$ cat src/rtl/adder_tree_ich_acc.sv
// Input-channel reduction: pipelined adder tree over NUM_CH signed partial sums,
// followed by a first/last framed group accumulator with optional saturation.
module adder_tree_ich_acc #(
   parameter int unsigned NUM_CH    = 32,
   parameter int unsigned IN_WIDTH  = 16,
   parameter int unsigned OUT_WIDTH = 32,
   parameter int unsigned REG_EVERY = 2,
   parameter bit          SAT_EN    = 1'b1
) (
   input  logic                         clk,
   input  logic                         rst,
   input  logic                         in_valid,
   output logic                         in_ready,
   input  logic                         in_first,
   input  logic                         in_last,
   input  logic [NUM_CH*IN_WIDTH-1:0]   in_data,
   output logic                         out_valid,
   input  logic                         out_ready,
   output logic [OUT_WIDTH-1:0]         out_data,
   output logic                         out_ovf
);

   localparam int unsigned LEVELS = $clog2(NUM_CH);
   localparam int unsigned TW     = IN_WIDTH + LEVELS;
   localparam int unsigned T      = (LEVELS + REG_EVERY - 1) / REG_EVERY;
   localparam int unsigned NODES  = 2 * NUM_CH - 1;
   localparam int unsigned AW     = OUT_WIDTH + 1;

   localparam logic [OUT_WIDTH-1:0] SAT_MAX = {1'b0, {(OUT_WIDTH-1){1'b1}}};
   localparam logic [OUT_WIDTH-1:0] SAT_MIN = {1'b1, {(OUT_WIDTH-1){1'b0}}};

   // Tree is a binary heap: node n sums nodes 2n+1 and 2n+2; leaves are channels.
   function automatic int unsigned node_level(input int unsigned n);
      return LEVELS + 1 - $clog2(n + 2);
   endfunction

   logic                    w_adv;
   logic signed [TW-1:0]    w_node [NODES];

   logic [T-1:0]            r_pv;
   logic [T-1:0]            r_pf;
   logic [T-1:0]            r_pl;

   logic [OUT_WIDTH-1:0]    r_acc;
   logic                    r_ovf;
   logic                    r_open;
   logic                    r_out_valid;
   logic [OUT_WIDTH-1:0]    r_out_data;
   logic                    r_out_ovf;

   logic                    w_restart;
   logic [AW-1:0]           w_base;
   logic [AW-1:0]           w_sum;
   logic                    w_fit;
   logic [OUT_WIDTH-1:0]    w_acc_nxt;
   logic                    w_ovf_nxt;

   assign w_adv    = !r_out_valid || out_ready;
   assign in_ready = w_adv;

   for (genvar n = 0; n < NODES; n++) begin : g_node
      if (n >= NUM_CH - 1) begin : g_leaf
         localparam int unsigned C = n - (NUM_CH - 1);
         assign w_node[n] = {{LEVELS{in_data[C*IN_WIDTH + IN_WIDTH - 1]}},
                             in_data[C*IN_WIDTH +: IN_WIDTH]};
      end else if ((node_level(n) % REG_EVERY) == 0 || n == 0) begin : g_reg
         logic signed [TW-1:0] r_sum;
         always_ff @(posedge clk or posedge rst) begin
            if (rst)        r_sum <= '0;
            else if (w_adv) r_sum <= w_node[2*n+1] + w_node[2*n+2];
         end
         assign w_node[n] = r_sum;
      end else begin : g_comb
         assign w_node[n] = w_node[2*n+1] + w_node[2*n+2];
      end
   end

   // Beat flags travel alongside the tree registers, one bit per stage.
   always_ff @(posedge clk or posedge rst) begin
      if (rst) begin
         r_pv <= '0;
         r_pf <= '0;
         r_pl <= '0;
      end else if (w_adv) begin
         r_pv <= T'({r_pv, in_valid});
         r_pf <= T'({r_pf, in_first});
         r_pl <= T'({r_pl, in_last});
      end
   end

   always_comb begin
      w_restart = r_pf[T-1] || !r_open;
      w_base    = w_restart ? '0 : AW'($signed(r_acc));
      w_sum     = AW'(w_node[0]) + w_base;
      w_fit     = (w_sum[AW-1] == w_sum[AW-2]);
      w_acc_nxt = w_sum[OUT_WIDTH-1:0];
      if (!w_fit && SAT_EN) w_acc_nxt = w_sum[AW-1] ? SAT_MIN : SAT_MAX;
      w_ovf_nxt = (!w_restart && r_ovf) || !w_fit;
   end

   // A closing beat loads the result; any other beat opens or continues the group.
   always_ff @(posedge clk or posedge rst) begin
      if (rst) begin
         r_acc       <= '0;
         r_ovf       <= 1'b0;
         r_open      <= 1'b0;
         r_out_valid <= 1'b0;
         r_out_data  <= '0;
         r_out_ovf   <= 1'b0;
      end else if (w_adv) begin
         r_out_valid <= r_pv[T-1] && r_pl[T-1];
         if (r_pv[T-1]) begin
            if (r_pl[T-1]) begin
               r_out_data <= w_acc_nxt;
               r_out_ovf  <= w_ovf_nxt;
               r_open     <= 1'b0;
            end else begin
               r_acc  <= w_acc_nxt;
               r_ovf  <= w_ovf_nxt;
               r_open <= 1'b1;
            end
         end
      end
   end

   assign out_valid = r_out_valid;
   assign out_data  = r_out_data;
   assign out_ovf   = r_out_ovf;

endmodule
$ cat config.mk
export PLATFORM = sky130hd
export DESIGN_NAME = adder_tree_ich_acc
export DESIGN_NICKNAME = d
export VERILOG_FILES = /design/src/rtl/adder_tree_ich_acc.sv
export SDC_FILE = /design/constraint.sdc
export NUM_CORES = 2
export LEC_CHECK = 0
export CORE_MARGIN = 4
export CORE_UTILIZATION = 40
export CTS_BUF_LIST = sky130_fd_sc_hd__clkbuf_2
export DETAILED_ROUTE_END_ITERATION = 10
export SLEW_MARGIN = 0
export SYNTH_ARGS = -nofsm -noshare
export SYNTH_HDL_FRONTEND = slang
export SYNTH_SLANG_ARGS = --single-unit
$ cat constraint.sdc
create_clock -name clk -period 9.86 [get_ports clk]
set_clock_uncertainty 0.2 [all_clocks]
set_input_delay 1.479 -clock clk [delete_from_list [all_inputs] [get_ports clk]]
set_output_delay 1.479 -clock clk [all_outputs]
set_load 0.03 [all_outputs]
==> results.toml <==
[setup_path]
cp_common_cell = "clkdlybuf4s50_1"
critPathArrivalTime_ns = 3.69
start_kind = "primary input"
crit_chain = "clkdlybuf4s50_1 > nor2b_4 > inv_8 > clkdlybuf4s50_1"
cp_max_fo = 82
crit_type = "primary input to primary output"
critPathRequiredTime_ns = 8.18
cpPeakStageDelay_ns = 0.70
end_kind = "primary output"
slowest_stage = "nor2b_4"

[sta]
worstMarginPinSlew_ns = 1.04
final.min_clock_period_ns = 5.37
slew_headroom = 0.301
fin_tns_setup_ns = 0
finalCritPeriodShare = 0.544
rsz0062_at_grt = "false"
max_freq_ghz = 0.186
slew_violations = 0
hold_viol_final = 0
setup_violations = 0

[global_routing]
gr-total-overflow = 0
grtUsageTotal = 0.218
grt_max_degree = 202
antenna_found_initial = 6
grt_pass1_vias = 30900
grt_pass1_wl_um = 160000

[logic_synthesis]
synth.distinct_cells = 78
synthCells = 4223
synth_edf_count = 0
syn_avg_cell_area_um2 = 8.17
async_flop_share = 1.00
synth_top_area_frac = 0.223
synth_area_um2 = 34500
synth_top_flop_cell = "dfrtp_1"
synth-seq-area-share = 0.223
synth_top_area_cell = "dfrtp_1"
synth.net_count = 5331
yosysWarnings = 0
synth_most_common_cell = "ha_1"
synthTopCellsByCount = "484 x ha_1, 396 x a21oi_1, 384 x nor2_1"
ys_seq_elements = 308
synthTopCellsByArea = "dfrtp_1 22%, ha_1 18%, fa_1 6.2%"

[die]
start_util = 0.404
dieHeight_um = 302
core_area_um2 = 85400
die_x_um = 302
die_area_um2 = 91000
rows = 107
ios = 553

[pwr]
p_clk_frac = 0.058
seqPwrFrac = 0.161
netSwitchingPower_uw = 8060
comb_power_share = 0.781
p_int_uw = 7920
power.leakage_uw = 0.0193
power.density_nw_per_um2 = 381
max-vdd-ir-drop_mv = 0.296
p_sw_frac = 0.504

[routing]
ant_nets = 0
first_pass_iters = 5
drc = 0
vias_per_cell = 5.22
vias = 31300
wl_per_cell_um = 16.9
drt_iter0_drc = 1309
wl_um = 101000

[cts]
ctsResizeCount = 0
cts_sinks = 308
cts_buffer_depth = 3
clkTransAtPathRegs_ns = 0.09
numCtsBuffers = 83
post_cts_buffers = 0
ctsHoldBuffers = 0
clk-insertion-delay-late_ns = 1.04
clockRootBuffer = "clkbuf_2"
ctsHtreeMaxLevel = 3
cts_tree = "yes"

[cells_and_area]
syn_to_final_growth_pct = 21.8
final_nets = 5903
fin_cells = 6001
layout-drive-gt1-share = 0.0413

[worst_hold_path]
min_path_type = "flop to flop"

[run]
maxCapViolCount = 0

[status]
status = "complete, no violations"

[place]
dp_hpwl_um = 84900
placed_cells = 5854
gp_congestion = 0.885
io_buffer_count = 552
[kinds of logic (layout without fill, tap and decap cells)]
family | Yosys count | count (layout) | synth area share
fa+ha+maj | 590 | 590 | 0.237
mux | 8 | 8 | 0.00254
flops | 308 | 308 | 0.223
buf+inv | 434 | 1059 | 0.0481
simple gates | 1397 | 1397 | 0.190
xor+xnor | 334 | 334 | 0.0848
compound gates | 1152 | 1152 | 0.214
other cells | 0 | 9 | 0
[power groups by stage]
stage / registers, uW / clock network [uW] / logic, uW
global route: 2660 / 1030 / 14100
CTS: 2590 / 971 / 12600
finish: 2570 / 922 / 12500
global placement: 2600 / 0 / 12300
floorplan: 2510 / 0 / 9570
detailed placement: 2610 / 0 / 12500
[worst paths after layout]
kind,from,to,slack [ns],depth (start not counted)
max in group asynchronous,rst,g_node[12].g_reg.r_sum[6],6.71,4
setup / recovery,out_ready,in_ready,4.49,4
min in group asynchronous,rst,r_acc[31],0.68,2
hold reg to reg,r_pv[0],r_pv[0],0.27,2
setup reg to reg,r_open,out_data[14],5.17,15
hold / removal,r_pv[0],r_pv[0],0.27,2
[cells in the final DEF, fill, tap and decap left out, types with 60 or more instances in the layout]
cell / n
ha_1: 484
o21ai_0: 242
xor2_1: 105
nor2_1: 383
fa_1: 106
o21a_1: 71
dfrtp_1: 308
nand3_1: 131
a211oi_1: 72
nand2_1: 383
and2_1: 60
xnor2_1: 229
clkdlybuf4s50_1: 552
a21oi_1: 396
or3_1: 84
and3_1: 62
nor3_1: 152
clkbuf_2: 113
a21o_1: 78
inv_1: 357
[layout make-up]
type | instances | area, um2
well taps | 1144 | 1430
repair buffers | 562 | 5630
fillers | 8637 | 43400
flip-flops and latches | 308 | 7710
clock buffers | 113 | 566
inverters | 359 | 1360
multi-input cells | 3481 | 25100
diodes | 9 | 22.5
clock inverters | 25 | 158
[flip-flops by register name, summed over array words and instances, names as in the netlist]
name,cells
r_open,1
out_ovf,1
g_node.g_reg.r_sum,231
out_data,32
r_acc,32
r_pf,3
out_valid,1
r_ovf,1
r_pv,3
r_pl,3
[through the flow]
step,total power [uW],instance area [um2],hold slack (ns),setup slack [ns],utilization
3_3_place_gp,14900,41300,0.251,3.79,0.483
6_report,16000,42000,0.274,4.49,0.492
4_1_cts,16100,42000,0.278,4.44,0.492
2_1_floorplan,12100,34500,0.239,4.08,-
5_1_grt,17800,42000,0.309,4.32,0.492
3_5_place_dp,15100,41300,0.254,3.72,0.483
[per-layer routing]
metal | vias up | track usage | wire length, um
met5 | - | 0 | 0
met4 | 0 | 0.0424 | 1790
met3 | 106 | 0.0330 | 3730
met2 | 521 | 0.401 | 51700
met1 | 14500 | 0.270 | 44100
li1 | 16200 | - | -
[worst max-delay path, delay by kind of cell]
kind / cells / cell delay (ns)
AND/OR/NAND/NOR: 1 / 0.70
buffers and inverters: 3 / 1.49
(Power assumes the default switching activity.)
